<file path="src/rtl/alu_share_arbiter.sv">
// alu_share_arbiter: lets two requesters share one combinational alu.
// Requests use valid/ready handshakes with round-robin arbitration. A
// one-entry registered buffer holds the last result, and the port that owns
// it can apply backpressure through its rsp_ready input.
module alu_share_arbiter #(
    parameter int DATA_WIDTH = 32
) (
    input  logic                  clk,
    input  logic                  rst,
    input  logic                  req0_valid,
    output logic                  req0_ready,
    input  logic [DATA_WIDTH-1:0] req0_input0,
    input  logic [DATA_WIDTH-1:0] req0_input1,
    input  logic [3:0]            req0_aluselect,
    input  logic                  req1_valid,
    output logic                  req1_ready,
    input  logic [DATA_WIDTH-1:0] req1_input0,
    input  logic [DATA_WIDTH-1:0] req1_input1,
    input  logic [3:0]            req1_aluselect,
    output logic                  rsp0_valid,
    input  logic                  rsp0_ready,
    output logic                  rsp1_valid,
    input  logic                  rsp1_ready,
    output logic [DATA_WIDTH-1:0] rsp_out,
    output logic                  rsp_is_zero,
    output logic [DATA_WIDTH-1:0] alu_input0,
    output logic [DATA_WIDTH-1:0] alu_input1,
    output logic [3:0]            alu_aluselect,
    input  logic [DATA_WIDTH-1:0] alu_out,
    input  logic                  alu_is_zero
);

    // Shift operations only use the low five bits of operand B.
    localparam logic [3:0] SEL_SLL = 4'd2;
    localparam logic [3:0] SEL_SRL = 4'd3;
    localparam logic [3:0] SEL_SRA = 4'd4;

    logic                  buf_valid_q, buf_valid_d;
    logic                  buf_owner_q, buf_owner_d;
    logic                  rr_last_q, rr_last_d;
    logic [DATA_WIDTH-1:0] rsp_out_q, rsp_out_d;
    logic                  rsp_is_zero_q, rsp_is_zero_d;

    logic                  grant_s;
    logic                  owner_ready_s;
    logic                  can_accept_s;
    logic                  drain_s;
    logic                  accept0_s;
    logic                  accept1_s;
    logic [DATA_WIDTH-1:0] op_b_s;

    // Pick the winning port, and decide whether the buffer can take a new result this cycle.
    always_comb begin
        grant_s       = 1'b0;
        owner_ready_s = 1'b0;
        if (req0_valid && req1_valid) begin
            grant_s = ~rr_last_q;
        end else if (req1_valid) begin
            grant_s = 1'b1;
        end else begin
            grant_s = 1'b0;
        end
        if (buf_owner_q) begin
            owner_ready_s = rsp1_ready;
        end else begin
            owner_ready_s = rsp0_ready;
        end
        drain_s      = buf_valid_q & owner_ready_s;
        can_accept_s = ~buf_valid_q | owner_ready_s;
        accept0_s    = can_accept_s & req0_valid & ~grant_s & ~rst;
        accept1_s    = can_accept_s & req1_valid &  grant_s & ~rst;
    end

    // Route the granted port's operation to the alu, masking shift amounts to five bits.
    always_comb begin
        alu_input0    = req0_input0;
        op_b_s        = req0_input1;
        alu_aluselect = req0_aluselect;
        if (grant_s) begin
            alu_input0    = req1_input0;
            op_b_s        = req1_input1;
            alu_aluselect = req1_aluselect;
        end else begin
            alu_input0    = req0_input0;
            op_b_s        = req0_input1;
            alu_aluselect = req0_aluselect;
        end
        case (alu_aluselect)
            SEL_SLL, SEL_SRL, SEL_SRA: alu_input1 = {{(DATA_WIDTH-5){1'b0}}, op_b_s[4:0]};
            default:                   alu_input1 = op_b_s;
        endcase
    end

    // Compute the next buffer and round-robin state: an accept refills, a drain empties, otherwise hold.
    always_comb begin
        buf_valid_d   = buf_valid_q;
        buf_owner_d   = buf_owner_q;
        rr_last_d     = rr_last_q;
        rsp_out_d     = rsp_out_q;
        rsp_is_zero_d = rsp_is_zero_q;
        if (accept0_s || accept1_s) begin
            buf_valid_d   = 1'b1;
            buf_owner_d   = accept1_s;
            rr_last_d     = accept1_s;
            rsp_out_d     = alu_out;
            rsp_is_zero_d = alu_is_zero;
        end else if (drain_s) begin
            buf_valid_d = 1'b0;
        end else begin
            buf_valid_d = buf_valid_q;
        end
    end

    // State registers. Reset discards any buffered result and gives port 0 first priority.
    always_ff @(posedge clk) begin
        if (rst) begin
            buf_valid_q   <= 1'b0;
            buf_owner_q   <= 1'b0;
            rr_last_q     <= 1'b1;
            rsp_out_q     <= {DATA_WIDTH{1'b0}};
            rsp_is_zero_q <= 1'b0;
        end else begin
            buf_valid_q   <= buf_valid_d;
            buf_owner_q   <= buf_owner_d;
            rr_last_q     <= rr_last_d;
            rsp_out_q     <= rsp_out_d;
            rsp_is_zero_q <= rsp_is_zero_d;
        end
    end

    assign req0_ready  = accept0_s;
    assign req1_ready  = accept1_s;
    assign rsp0_valid  = buf_valid_q & ~buf_owner_q;
    assign rsp1_valid  = buf_valid_q &  buf_owner_q;
    assign rsp_out     = rsp_out_q;
    assign rsp_is_zero = rsp_is_zero_q;

endmodule

</file>
<file path="config.mk">
export PLATFORM = sky130hd
export DESIGN_NAME = alu_share_arbiter
export DESIGN_NICKNAME = d
export VERILOG_FILES = /design/src/rtl/alu_share_arbiter.sv
export SDC_FILE = /design/constraint.sdc
export NUM_CORES = 1
export LEC_CHECK = 0
export ABC_AREA = 1
export ABC_CLOCK_PERIOD_IN_PS = 1700
export BUFFER_PORTS_ARGS = -buffer_cell sky130_fd_sc_hd__buf_2
export CAP_MARGIN = 30
export CORE_AREA = 2 2 108 110
export CTS_BUF_LIST = sky130_fd_sc_hd__clkbuf_16
export DETAILED_ROUTE_END_ITERATION = 6
export DIE_AREA = 0 0 110 112
export GPL_TIMING_DRIVEN = 1
export PLACE_DENSITY = 0.63
export SLEW_MARGIN = 30
export SYNTH_ARGS = -nofsm -noshare
export SYNTH_HDL_FRONTEND = slang
export SYNTH_SLANG_ARGS = --single-unit
</file>
<file path="constraint.sdc">
create_clock -name clk -period 1.7 [get_ports clk]
set_input_delay 0.34 -clock clk [delete_from_list [all_inputs] [get_ports clk]]
set_output_delay 0.34 -clock clk [all_outputs]
set_load 0.1 [all_outputs]
</file>
==> flow_metrics.env <==
export IMPL_status="complete, but fails checks"
export IMPL_violations="negative setup slack"
export IMPL_cts_root_buf="clkbuf_16"
export IMPL_area_growth_synth_to_final_pct=144
export IMPL_fmaxAchievable_mhz=482
export IMPL_synth_edf_count=0
export IMPL_drt_wl_total_um=15000
export IMPL_rr_endpoint="rsp_out[5]$_SDFFE_PP0P_"
export IMPL_min_delay_start="alu_out[11]"
export IMPL_drtAntennaViolNets=0
export IMPL_drv_cap=0
export IMPL_r2r_start="rr_last_q$_SDFFE_PP1P_"
export IMPL_combPwrFrac_pct=69.3
export IMPL_multiInputGateArea_um2=2390
export IMPL_p_sw_w=0.00315
export IMPL_setup_worst_path_class="flip-flop to output pin"
export IMPL_setup_ws_ns=-0.375
export IMPL_synth_largest_area_cell="dfxtp_1"
export IMPL_yosysUniqueCellTypes=16
export IMPL_clock_path_buffers=2
export IMPL_synth_area_um2=2810
export IMPL_cp_start_kind="flip-flop"
export IMPL_drtIter0Drc=205
export IMPL_peakVddDrop_v=0.000871
export IMPL_ff_latch_area_um2=724
export IMPL_grt_pass1_wl_um=21200
export IMPL_synth_most_common_cell="nand2_1"
export IMPL_ys_seq_area_share_pct=25.6
export IMPL_nets=898
export IMPL_grt_overflow=0
export IMPL_tritoncts="done"
export IMPL_slew_viol_final=0
export IMPL_synth_cells=421
export IMPL_wire_per_inst_um=17.3
export IMPL_clock_latency_ns=0.28
export IMPL_pin_count=280
export IMPL_clockPowerShare_pct=14.8
export IMPL_slew_headroom_pct=66.2
export IMPL_grt_usage_pct=21.6
export IMPL_drive_above_1_share_pct=62.3
export IMPL_dpl_hpwl_um=10400
export IMPL_hold_viol=0
export IMPL_synth_warnings=0
export IMPL_cp_required_ns=1.36
export IMPL_nFillCells=934
export IMPL_hold_depth=3
export IMPL_clk_pin_slew_ns=0.06
export IMPL_cts_htree_levels=2
export IMPL_cp_arrival_ns=1.73
export IMPL_final_min_clock_period_ns=2.07
export IMPL_p_int_w=0.00295
export IMPL_hold_end="rsp_out[11]$_SDFFE_PP0P_"
export IMPL_async_flop_share_pct=0
export IMPL_place_area_um2=5890
export IMPL_antenna_cells=0
export IMPL_wl_met3_um=1380
export IMPL_netlist_top_cells_area="dfxtp_1, mux2_2, nand2_1, a21oi_1, nand3b_1"
export IMPL_critPathCaptureType="output pin"
export IMPL_setup_viol=77
export IMPL_cts_hold_buffers=0
export IMPL_period_share_pct=122
export IMPL_synth_seq_cells=36
export IMPL_skew_ns=0.00676
export IMPL_ys_flop_type="dfxtp_1"
export IMPL_p_sw_share_pct=51.7
export IMPL_ff2ff_path_depth=10
export IMPL_wl_met1_um=5880
export IMPL_avgSynthCellArea_um2=6.68
export IMPL_netlist_top_cells_count="nand2_1, a21oi_1, inv_1"
export IMPL_grt_pass1_vias=4155
export IMPL_path_max_fanout=8
export IMPL_gp_congestion=0.841
export IMPL_max_slew_worst_pin_slew_ns=0.511
export IMPL_power_leakage_nw=3.59
export IMPL_finalSetupTns_ns=-20.87
export IMPL_avgViaCountPerCell=4.78
export IMPL_syn_num_nets=596
export IMPL_stdcell_area_um2=6880
export IMPL_numCtsBuffers=5
export IMPL_start_util_pct=25.2
export IMPL_synth_top_area_share_pct=25.6
export IMPL_coreArea_um2=11200
export IMPL_die_area_um2=12300
export IMPL_rows=39
export IMPL_vias=4145
export IMPL_io_buffers=279
export IMPL_die_h_um=112
export IMPL_pwr_share_seq_pct=15.9
export IMPL_cts_sinks=36
export IMPL_drc=0
export IMPL_grt_antenna_before_repair=0
export IMPL_wl_met2_um=7510
export IMPL_floorplan_die_width_um=110
export IMPL_hold_path_class="input port to flip-flop"
export IMPL_r2r_slack_ns=-0.03
export IMPL_rsz0062_at_grt="true"
export IMPL_grt_max_degree=46
export IMPL_powerDensity_nw_per_um2=887
export IMPL_top_layer="met4"
export IMPL_drt_first_pass_iters=5
## critical path: stages (launching register included)
cell and delay (ns):
dfxtp_4 0.36, nand2_8 0.09, nand2_8 0.07, nand2_2 0.08, nand2_4 0.07, buf_12 0.14
clkinv_8 0.05, nand2_8 0.06, buf_12 0.16, a21oi_4 0.17, buf_12 0.19
## what timing repair did
item                                    4_1_cts  5_1_grt
endpoints found under the setup margin       67      102
pin swaps                                     2       16
resized for setup                            47       59
cloned                                        6       12
buffers inserted                              8        5
## cells in the final DEF, fill, tap and decap left out, drive strengths merged
| cell type | instances |
|---|---|
| mux2 | 37 |
| clkbuf | 14 |
| dfxtp | 36 |
| inv | 39 |
| buf | 320 |
| a21oi | 61 |
| nand3b | 35 |
| nand2 | 106 |
| clkinvlp | 2 |
| nand3 | 34 |
| nor2 | 36 |
| clkinv | 4 |
## registers in the layout, summed over array words and instances (netlist names)
register,flops
rsp_is_zero,1
rsp_out,32
buf_valid_q,1
buf_owner_q,1
rr_last_q,1
## cell families (layout without fill, tap and decap cells)
kind of cell	count (synthesis)	count (layout)	share of synthesized area, %
AOI/OAI and AO/OA	61	61	11.2
buffers and inverters	76	379	13.2
DFF	36	36	25.6
and+or+nand+nor	211	211	35.1
muxes	37	37	14.8
## power by group through the flow
stage / Clock (W) / Combinational, W / Sequential (W)
6_report: 0.000904 / 0.00423 / 0.000969
5_1_grt: 0.000951 / 0.00437 / 0.000978
4_1_cts: 0.000917 / 0.00408 / 0.000967
3_5_place_dp: 0 / 0.00387 / 0.000984
3_3_place_gp: 0 / 0.00383 / 0.000979
2_1_floorplan: 0 / 0.00211 / 0.00153
## metrics by stage
stage	cells	setup WS (ns)	hold WS, ns	utilization (%)	total power, W
floorplan	421	-0.374	0.472	-	0.00364
detailed placement	832	-0.293	0.492	52.7	0.00486
global placement	832	-0.249	0.489	52.7	0.00481
CTS	854	-0.418	0.273	57.9	0.00596
finish	867	-0.375	0.275	61.5	0.00610
global route	867	-0.440	0.277	61.5	0.00630
## per-layer routing
metal / track usage, % / vias up
li1: - / 1975
met1: 25.4 / 1959
met2: 37.8 / 188
met3: 6.56 / 23
met4: 5.06 / 0
met5: 0 / -
## area by class of cell
type	count	area share [%]
sequential	36	10.5
timing repair buffer	329	47.4
clock buffer	5	1.82
multi-input combinational	309	34.8
clock inverter	3	0.255
tap	143	2.60
inverter	42	2.62
## worst max path at each step
stage                                       from        endpoint  slack, ns  depth (start not counted)
after floorplan           rr_last_q$_SDFFE_PP1P_  alu_input1[11]      -0.37                          7
after global placement                req0_valid  alu_input1[26]      -0.25                          9
after detailed placement              req0_valid   alu_input1[8]      -0.29                          9
after CTS                 rr_last_q$_SDFFE_PP1P_  alu_input1[11]      -0.42                          8
after global routing      rr_last_q$_SDFFE_PP1P_  alu_input1[14]      -0.44                          9
final                     rr_last_q$_SDFFE_PP1P_  alu_input1[11]      -0.37                         10
Note: power is estimated with default switching activity, not from simulation.
